==> src/rtl/pwm_command_guard.sv <==
// pwm_command_guard: clamps, slew-limits and end-stop-guards a signed PWM duty
// command for one axis, and ramps the drive to zero when commands stop arriving.
//
// state   | meaning
// --------+------------------------------------------------------------
// IDLE    | out of reset, no command seen yet; target held at 0
// RUN     | commands arriving; watchdog counting cycles since last one
// TIMEOUT | watchdog expired; target forced to 0 until next command
module pwm_command_guard #(
    parameter int MAX_COUNT  = 4096,
    parameter int SLEW_STEP  = 16,
    parameter int SLEW_DIV   = 500,
    parameter int WDT_CYCLES = 5_000_000,
    parameter int POS_LO     = 1000,
    parameter int POS_HI     = 63000
) (
    input  logic               clk,
    input  logic               rst,
    input  logic               cmd_valid,
    input  logic signed [15:0] cmd_duty,
    input  logic        [15:0] position,
    output logic signed [15:0] duty_out,
    output logic               timeout,
    output logic               limit_hit,
    output logic        [1:0]  state
);

    typedef enum logic [1:0] {
        ST_IDLE    = 2'b00,
        ST_RUN     = 2'b01,
        ST_TIMEOUT = 2'b10
    } state_t;

    // All duty arithmetic is done in 17 bits so target - duty_out cannot wrap.
    localparam logic signed [16:0] MAX_P     = 17'(MAX_COUNT);
    localparam logic signed [16:0] MIN_P     = 17'(-MAX_COUNT);
    localparam logic signed [16:0] STEP_P    = 17'(SLEW_STEP);
    localparam logic signed [16:0] NEG_STEP  = 17'(-SLEW_STEP);
    localparam logic        [31:0] SLEW_LAST = 32'(SLEW_DIV - 1);
    localparam logic        [31:0] WDT_LAST  = 32'(WDT_CYCLES - 1);
    localparam logic        [15:0] POS_LO_U  = 16'(POS_LO);
    localparam logic        [15:0] POS_HI_U  = 16'(POS_HI);

    state_t             state_q;
    state_t             state_d;
    logic signed [16:0] cmd_ext;
    logic signed [16:0] cmd_clamped;
    logic signed [16:0] target_q;
    logic signed [16:0] eff_target;
    logic signed [16:0] duty_ext;
    logic signed [16:0] diff;
    logic signed [16:0] slewed;
    logic        [31:0] slew_cnt;
    logic        [31:0] wdt_cnt;
    logic               tick;
    logic               wdt_expire;
    logic               at_hi;
    logic               at_lo;
    logic               duty_pos;
    logic               duty_neg;
    logic               tgt_pos;
    logic               tgt_neg;
    logic               stop_duty;
    logic               stop_target;

    assign tick       = (slew_cnt == SLEW_LAST);
    assign wdt_expire = (state_q == ST_RUN) && !cmd_valid && (wdt_cnt == WDT_LAST);

    assign at_hi    = (position >= POS_HI_U);
    assign at_lo    = (position <= POS_LO_U);
    assign duty_ext = {duty_out[15], duty_out};
    assign duty_pos = !duty_out[15] && (duty_out != '0);
    assign duty_neg = duty_out[15];
    assign tgt_pos  = !target_q[16] && (target_q != '0);
    assign tgt_neg  = target_q[16];

    // Drive already heading into a stop is cut immediately; a target pointing
    // into the stop is masked to zero so the slew cannot re-apply it.
    assign stop_duty   = (at_hi && duty_pos) || (at_lo && duty_neg);
    assign stop_target = (at_hi && tgt_pos) || (at_lo && tgt_neg);
    assign eff_target  = stop_target ? '0 : target_q;

    assign timeout = (state_q == ST_TIMEOUT);
    assign state   = state_q;

    // Sign-extend and saturate the incoming command.
    always_comb begin
        cmd_ext     = {cmd_duty[15], cmd_duty};
        cmd_clamped = cmd_ext;
        if (cmd_ext > MAX_P) begin
            cmd_clamped = MAX_P;
        end else if (cmd_ext < MIN_P) begin
            cmd_clamped = MIN_P;
        end
    end

    // Next slew value: jump to the target when within one step, else step toward it.
    always_comb begin
        diff   = eff_target - duty_ext;
        slewed = eff_target;
        if (diff > STEP_P) begin
            slewed = duty_ext + STEP_P;
        end else if (diff < NEG_STEP) begin
            slewed = duty_ext + NEG_STEP;
        end
    end

    // Next-state logic; a command on the expiry cycle keeps the FSM in RUN.
    always_comb begin
        state_d = state_q;
        case (state_q)
            ST_IDLE:    if (cmd_valid) state_d = ST_RUN;
            ST_RUN:     if (wdt_expire) state_d = ST_TIMEOUT;
            ST_TIMEOUT: if (cmd_valid) state_d = ST_RUN;
            default:    state_d = ST_IDLE;
        endcase
    end

    // State register.
    always_ff @(posedge clk) begin
        if (rst) begin
            state_q <= ST_IDLE;
        end else begin
            state_q <= state_d;
        end
    end

    // Free-running slew prescaler; tick on its terminal count.
    always_ff @(posedge clk) begin
        if (rst || tick) begin
            slew_cnt <= '0;
        end else begin
            slew_cnt <= slew_cnt + 32'd1;
        end
    end

    // Watchdog counts only in RUN and restarts on every command.
    always_ff @(posedge clk) begin
        if (rst || cmd_valid || wdt_expire || (state_q != ST_RUN)) begin
            wdt_cnt <= '0;
        end else begin
            wdt_cnt <= wdt_cnt + 32'd1;
        end
    end

    // Target register: loaded by commands, zeroed on watchdog expiry.
    always_ff @(posedge clk) begin
        if (rst) begin
            target_q <= '0;
        end else if (cmd_valid) begin
            target_q <= cmd_clamped;
        end else if (wdt_expire) begin
            target_q <= '0;
        end
    end

    // Output duty: end-stop cut overrides the slew step.
    always_ff @(posedge clk) begin
        if (rst) begin
            duty_out <= '0;
        end else if (stop_duty) begin
            duty_out <= '0;
        end else if (tick) begin
            duty_out <= slewed[15:0];
        end
    end

    // End-stop flag follows the stop condition one cycle later.
    always_ff @(posedge clk) begin
        if (rst) begin
            limit_hit <= 1'b0;
        end else begin
            limit_hit <= stop_duty || stop_target;
        end
    end

endmodule
==> config.mk <==
export PLATFORM = sky130hd
export DESIGN_NAME = pwm_command_guard
export DESIGN_NICKNAME = d
export VERILOG_FILES = /design/src/rtl/pwm_command_guard.sv
export SDC_FILE = /design/constraint.sdc
export NUM_CORES = 1
export LEC_CHECK = 0
export ABC_AREA = 0
export CELL_PAD_IN_SITES_DETAIL_PLACEMENT = 0
export CELL_PAD_IN_SITES_GLOBAL_PLACEMENT = 1
export CORE_MARGIN = 2
export CORE_UTILIZATION = 40
export CTS_BUF_LIST = sky130_fd_sc_hd__clkbuf_16
export CTS_CLUSTER_DIAMETER = 80
export DETAILED_ROUTE_END_ITERATION = 8
export GPL_TIMING_DRIVEN = 0
export HOLD_SLACK_MARGIN = 0.15
export PLACE_DENSITY_LB_ADDON = 0.1
export SYNTH_ARGS = -nofsm -noshare
export SYNTH_HDL_FRONTEND = slang
export SYNTH_SLANG_ARGS = --single-unit
==> constraint.sdc <==
create_clock -name clk -period 5.65 [get_ports clk]
set_clock_uncertainty 0.2 [all_clocks]
set_input_delay 1.13 -clock clk [delete_from_list [all_inputs] [get_ports clk]]
set_output_delay 1.13 -clock clk [all_outputs]
set_load 0.02 [all_outputs]
=== Word level (Yosys, flattened, before mapping) ===
Index checks and enable logic that the tools add are counted.

* Register bits: 100
* Output and inout port bits: 20

* Add/sub/neg operators: 5
* Magnitude comparators: 6
* Equality and inequality tests: 7
* Multiplexer cells: 10
* Reductions and logical operators: 25

{| class="wikitable"
|+ Operators by type and width
! kind !! number
|-
| two-way mux 17 bit || 5
|-
| adder 32 x 1 -> 32 bit (second input constant) || 2
|-
| equality test 32 x 23 -> 1 bit (second input constant) || 1
|-
| equality test 32 x 9 -> 1 bit (second input constant) || 1
|-
| two-way mux 16 bit || 2
|-
| > comparator 17 x 6 -> 1 bit (second input constant) || 1
|-
| < comparator 17 x 5 -> 1 bit (second input constant) || 1
|-
| nonzero test 17 bit || 1
|-
| subtractor 17 x 16 -> 17 bit || 1
|-
| adder 16 x 5 -> 16 bit (second input constant) || 1
|-
| adder 16 x 6 -> 16 bit (second input constant) || 1
|-
| greater-or-equal comparator 16 bit (second input constant) || 1
|-
| > comparator 16 x 14 -> 1 bit (second input constant) || 1
|-
| <= comparator 16 x 10 -> 1 bit (second input constant) || 1
|-
| < comparator 16 x 13 -> 1 bit (second input constant) || 1
|-
| nonzero test 16 bit || 1
|-
| logical AND 1 bit || 8
|-
| logical OR 1 bit || 7
|-
| two-way mux 2 bit || 2
|-
| inequality test 2 x 1 -> 1 bit (second input constant) || 2
|-
| one-hot mux 2 bit (2 select lines) || 1
|-
| OR reduction 2 bit || 2
|-
| zero test 1 bit || 3
|-
| equality test 2 x 1 -> 1 bit (second input constant) || 1
|-
| other kinds (5) || 5
|}

=== Logic depth before layout (Yosys ltp) ===
* Depth after elaboration: 9
* Mapped depth: 21
* Mapped depth without buffers: 19

=== Least setup slack after synthesis ===
OpenSTA, ideal clock, no wires.

* Path kind: input port to flip-flop
* From: input port position[0]
* To: register duty_out[6]
* Library setup time: 0.084 ns
* Arrival time: 4.987 ns
* Required time: 5.366 ns
* Path slack: 0.379 ns
* Stages: 19
* Buffers on the path: 1
* Cell sequence: o31a_1 o2111ai_1 nand3_1 o21a_1 clkbuf_1 nand2_1 ha_1 inv_1 fa_1 a21oi_1 o2111ai_2 o211ai_2 xor2_1 nand3_1 a2111oi_4 a21boi_2 nor2b_1 or4_4 o31ai_2

* Longest elaborated chain between the ends: 8

{| class="wikitable"
|+ Ends and longest elaborated chain
! item !! RTL line !! text
|-
| start, declared || 21 || <nowiki>input logic [15:0] position,</nowiki>
|-
| greater-or-equal comparator 16 bit or <= comparator 16 x 10 -> 1 bit (tied branches) || 69, 70 ||
|-
| logical AND 1 bit || 80 || <nowiki>assign stop_target = (at_hi && tgt_pos) || (at_lo && tgt_neg);</nowiki>
|-
| logical OR 1 bit || 80 ||
|-
| two-way mux 17 bit || 81 || <nowiki>assign eff_target = stop_target ? '0 : target_q;</nowiki>
|-
| subtractor 17 x 16 -> 17 bit || 99 || <nowiki>diff = eff_target - duty_ext;</nowiki>
|-
| < comparator 17 x 5 -> 1 bit || 103 || <nowiki>end else if (diff < NEG_STEP) begin</nowiki>
|-
| two-way mux 16 bit || 103 ||
|-
| two-way mux 16 bit || 101 || <nowiki>if (diff > STEP_P) begin</nowiki>
|-
| end signal, assigned || 164 || <nowiki>duty_out <= slewed[15:0];</nowiki>
|-
| end, declared || 22 || <nowiki>output logic signed [15:0] duty_out,</nowiki>
|}

Several ways; a longest one is shown, not always the timed one.
A chain may end at the register's enable or synchronous reset.

=== Worst setup path after layout ===
* From: input port position[3]
* To: register duty_out[8]

Same word-level chain as after synthesis.

==> results.md <==
* Status: completed
* CTS tree: built
* GRT Total Usage at 20.7%
* Worst-path fanout max at 8
* Post-route setup TNS at 0 ns
* CP Capture Type: flop
* Internal at 1.13 mW
* Sequential cell fraction of total power at 45.5%
* Crit Path Class: input pin to flop
* Min Tclk post-route at 5.46 ns
* Root buffer cell: clkbuf_16
* Drt total wl at 17000 um
* Nets at 898
* Final-report setup violation count at 0
* Period utilisation layout at 96.6%
* Non-Filler Instances at 1033
* Global-route wire length before repair at 26900 um
* R2R setup slack at 0.91 ns
* Seq/Total Area, Yosys at 32.6%
* Vias per Instance at 5.49
* Reg2reg start: target_q[7]
* Cts bufs inserted at 9
* Reg2Reg Capture Point: duty_out[8]
* Sink Count at 99
* Max-slew headroom at 55.8%
* DRT iter0 DRCs at 312
* Worst Max-Slew Pin Slew at 0.663 ns
* Clock network fraction of total power at 36.3%
* Ys async rst share at 0%
* Power Density at 208 mW/mm2
* Placer congestion estimate at 0.919
* Most numerous cell in the Yosys netlist: nor2_1
* Post-synth top area cell: dfxtp_1
* Drt drc at 0
* Setup ws final at 0.193 ns
* Worst vdd ir at 0.000153 V
* Combinational fraction of design power at 18.2%
* Largest net degree at the start of global routing at 17
* Req. time, crit path at 5.68 ns
* Total gr overflow at 0
* #FFs+latches synth at 99
* Dpl cells at 1005
* Mapped Nets at 821
* Avg WL per Cell at 16.4 um
* Max frequency at 0.183 GHz
* Vias in the first global route at 5370
* WP data arrival at 5.49 ns
* Worst-skew pair later-pin latency at 0.34 ns
* Max Cap Viol at 0
* # diodes at 0
* Die height at 127 um
* CTS Buffer Depth at 2
* Post-Syn Area at 0.00609 mm2
* Synth top area cells: dfxtp_1, nor2_1, xor2_1
* Clock slew seen by the registers of the worst setup and hold paths at 0.07 ns
* Antenna viol nets, final at 0
* DPL Wire Length at 12800 um
* Final hold viol count at 0
* Starting Density at 40.5%
* P&R area growth vs syn at 23.3%
* EDFF count, synth at 0
* Synth cell count leaders: nor2_1, dfxtp_1, nand2_1
* Post-Syn Instances at 763
* Layout cell share with drive strength beyond 1 at 12.0%
* Setup crit start: position[3]
* Distinct cell type count after synthesis at 75
* Die X at 127 um
* Prevailing post-synth register cell: dfxtp_1
* CP endpoint: duty_out[8]
* CP Launch Type: input pin
* Slew Limit Fails at 0
* Total core area at 0.0150 mm2
* Tot Pwr at 1.56 mW
* Syn avg cell area at 7.98 um2
* Synth warnings at 0
* Die area at 0.0162 mm2
* Via count at 5675
* FILL cells at 1477
* R2R depth at 17
* H-tree depth at 3
* CTS Hold Buffers Added at 0
* Num rows at 45
* First drt pass iteration count at 5
* Initial antenna violation count at 0
* Hold/Removal Path Class: flop to flop
* Switching part of the total at 27.9%
* Area share of the largest cell type after synthesis at 32.6%
* IO buf count at 54
* Switching pwr at 0.437 mW
* Leakage at 2.78 nW
* Pre-CTS setup slack at -0.912 ns
* IO Pins at 55
## area by class of cell
type / count / area (um2) / share of cell area, %
clock buffer: 9 / 225 / 3.00
sequential: 99 / 1980 / 26.4
inverter: 29 / 109 / 1.45
clock inverter: 7 / 45.0 / 0.600
tap: 188 / 235 / 3.13
multi-input combinational: 608 / 4110 / 54.8
buffer: 27 / 136 / 1.82
timing repair buffer: 66 / 662 / 8.82
## per-stage QoR
step / hold slack, ns / utilization [%] / area, um2
2_1_floorplan: 0.218 / - / 6090
3_3_place_gp: 0.236 / 45.7 / 6860
3_5_place_dp: 0.240 / 45.7 / 6860
4_1_cts: 0.256 / 47.9 / 7200
5_1_grt: 0.265 / 49.9 / 7510
6_report: 0.252 / 49.9 / 7510
## cell families (layout without fill, tap and decap cells)
logic type,count (synthesis),in the layout,synth area share (%)
xor+xnor,74,74,10.8
buf+inv,56,138,3.74
simple gates,360,360,29.6
mux,11,11,1.87
fa+ha+maj,23,23,4.85
compound gates,140,140,16.7
flops,99,99,32.6
## sequential cells by signal, summed over array words and instances, names as in the netlist
signal     flops
duty_out      16
limit_hit      1
state          2
target_q      16
slew_cnt      32
wdt_cnt       32
## critical path: stages
cell,delay (ns)
clkdlybuf4s50_1,0.48
nand2_1,0.07
a21oi_2,0.14
o21ai_2,0.11
a311o_1,0.30
o21a_4,0.15
buf_6,0.13
nand2_4,0.06
ha_4,0.12
inv_2,0.04
fa_2,0.43
a21oi_4,0.23
o2111ai_4,0.16
a221oi_2,0.39
xor2_1,0.35
inv_1,0.10
nor2_2,0.17
nand2_2,0.16
nand2_2,0.24
o21ai_1,0.11
a311o_1,0.38
## how the worst min path moves through the flow
stage / cells past startpoint / end / slack, ns / start
2_1_floorplan: 1 / slew_cnt[0] / 0.22 / slew_cnt[0]
3_3_place_gp: 1 / slew_cnt[0] / 0.24 / slew_cnt[0]
3_5_place_dp: 1 / slew_cnt[0] / 0.24 / slew_cnt[0]
4_1_cts: 1 / slew_cnt[0] / 0.26 / slew_cnt[0]
5_1_grt: 1 / slew_cnt[0] / 0.26 / slew_cnt[0]
6_report: 1 / slew_cnt[0] / 0.25 / slew_cnt[0]
## cell usage in the layout, fill, tap and decap left out, drive strengths merged, types with 3 or more instances in the layout
master           n
nor4b            3
nand4           15
or2              6
clkbuf          29
a211oi           7
nor4            22
and2            18
o211ai          11
o31ai            4
nand2           50
nor2b            7
mux2i            8
buf             19
a22oi           14
nor3            15
nand2b          10
xnor2           35
inv             32
ha              22
clkinv           3
a21o             3
xor2            39
nor2           125
dfxtp           99
o211a            4
o21ai           28
nor3b            4
or3             12
a31oi            4
and3            22
o2111ai          4
dlymetal6s2s    13
clkdlybuf4s50   41
mux2             3
nand3           42
nand3b           4
a21oi           38
## power groups by stage
stage               registers, mW  clock network, mW  logic, mW
global placement            0.726                  0      0.242
CTS                         0.711              0.585      0.250
detailed placement          0.727                  0      0.241
floorplan                   0.725                  0      0.166
finish                      0.711              0.568      0.284
global route                0.711              0.618      0.306
## layer usage
metal,track usage (%),vias to the layer above,share of wire (%)
met3,3.69,24,3.5
met5,0,-,0
li1,-,2861,-
met1,26.8,2671,46
met4,7.37,0,1.8
met2,34.7,119,49
## repair_timing
item	CTS	global route
gates resized for setup	15	60
gates cloned	0	1
setup buffers	2	9
pin swaps	8	25
setup endpoints to repair	16	16
No activity file was read; power rests on OpenSTA's default activity.
==> edit: new RTL, config.mk and constraints unchanged <==
Change the parameter `SLEW_STEP` from 16 to 12.
--- a/src/rtl/pwm_command_guard.sv
+++ b/src/rtl/pwm_command_guard.sv
@@ -8,7 +8,7 @@
 // TIMEOUT | watchdog expired; target forced to 0 until next command
 module pwm_command_guard #(
     parameter int MAX_COUNT  = 4096,
-    parameter int SLEW_STEP  = 16,
+    parameter int SLEW_STEP  = 12,
     parameter int SLEW_DIV   = 500,
     parameter int WDT_CYCLES = 5_000_000,
     parameter int POS_LO     = 1000,
Formal check against the unedited RTL: same outputs for any inputs over 10 cycles, from zero or initial values and one cycle with rst high; that may be too few to reach the edited logic, so the function may still have changed.
==> edit against the original RTL <==
Design area fell by 0.62%. Synthesized cell count rose by 0.13%. Worst hold slack got worse by 0.0064 ns. Synthesized area fell by 0.43%. Setup slack got worse by 0.061 ns. Highest routed layer unchanged. Largest power group unchanged. Sequential cell count did not move. First-iteration DRC count rose by 18%. Wire length fell by 0.25%. Total power rose by 6.4%. Utilization rose by 1.0 points.
==> edit: results (changes against the original RTL) <==
Logic synthesis
  • Synth area leaders: dfxtp_1, nor2_1, xor2_1
  • Synth cell types: 70 (-6.7%)
  • Post-synth top cells: nor2_1, dfxtp_1, nand2_1, a21oi_1, xor2_1

Global route
  • GR Util met3: 0.03099 (-0.005863)
  • Total GRT Usage: 0.2078 (+0.0008053)
  • Largest net degree at the start of global routing: 19 (+2)
  • Number of global-route vias before repair: 5404 (+0.63%)
  • Global-route wire length before repair: 27080 um (+0.67%)
  • Met2 usage: 0.3637 (+0.01673)
  • Met1 global-route usage: 0.2605 (-0.007514)

Worst hold path
  • Worst min-delay path startpoint: wdt_cnt[0]$_SDFF_PP0_
  • Hold Path Sink: wdt_cnt[0]$_SDFF_PP0_

Detailed routing
  • Routed wl met2: 8606 um (+3.4%)
  • WL final: 16930 um (-0.25%)
  • Post-Route M1 WL: 7374 um (-4.9%)
  • 1st-iter DRT viols: 367 (+18%)
  • Via Count: 5808 (+2.3%)

CTS
  • Setup Buffers After CTS: 4 (+2)
  • Post-cts sizing count: 17 (+2)

Worst setup path
  • CP arrival: 5.54 ns (+0.05 ns)
  • Worst-path fanout max: 10 (+2)
  • Reg2reg path depth: 19 (+2)
  • Critical R2R Capture: duty_out[7]$_SDFFE_PP0P_

Final layout
  • Final-layout clock-cell area share: 0.04108 (+0.005086)
  • Non-clk bufs: 92 (-1.1%)
  • Seq cells: 99 (unchanged)
  • Invs w/o clock: 38 (+31%)
  • Sequential share of cell area: 0.2656 (+0.001637)
  • Layout non-clock buf frac: 0.1014 (-0.004874)
  • Share of layout cells above drive strength 1: 0.09349 (-0.02604)
  • FILL cells: 1422 (-3.7%)
  • Multi-input gates: 600 (-1.3%)
  • Multi-input gate area: 0.004044 mm2 (-1.7%)

Power
  • Combinational logic power: 0.305 mW (+7.4%)
  • Power share of the clock group: 0.389 (+0.026)
  • Peak VDD IR: 0.0001384 V (-9.5%)
  • Cell leakage power: 2.642 nW (-5.1%)

Place
  • Gpl congestion: 0.9241 (+0.55%)

Run status
  • Status: completed
edit: cell count changes after synthesis, sizes merged, moves of 5 or more:
cell and delta:
a21oi +5, inv +9, nand2 +6, nand3 -5, nand4 +6, nor2 -16, nor4 +5, o211ai -9
o22ai +8
edit: per-stage QoR:
step                hold WS, ns  utilization  instance area (um2)  worst slack (ns)  cells
floorplan                0.2175            -                 6062            0.2764    764
global placement         0.2273       0.4666                 6833            -1.150   1002
detailed placement       0.2373       0.4666                 6833            -1.385   1002
CTS                      0.2537       0.4950                 7249           0.05115   1022
global route             0.2672       0.5096                 7462          -0.04559   1029
finish                   0.2459       0.5096                 7462            0.1319   1029
edit: cell families (layout without fill, tap and decap cells):
logic type,count (synthesis),in the layout,synth area share
adders and majority gates,23,23,0.04871
muxes,7,7,0.01238
xor gates and xnor gates,79,79,0.1154
buffers and inverters,65,146,0.04210
AOI/OAI and AO/OA,147,147,0.1686
and+or+nand+nor,344,344,0.2859
DFF,99,99,0.3269
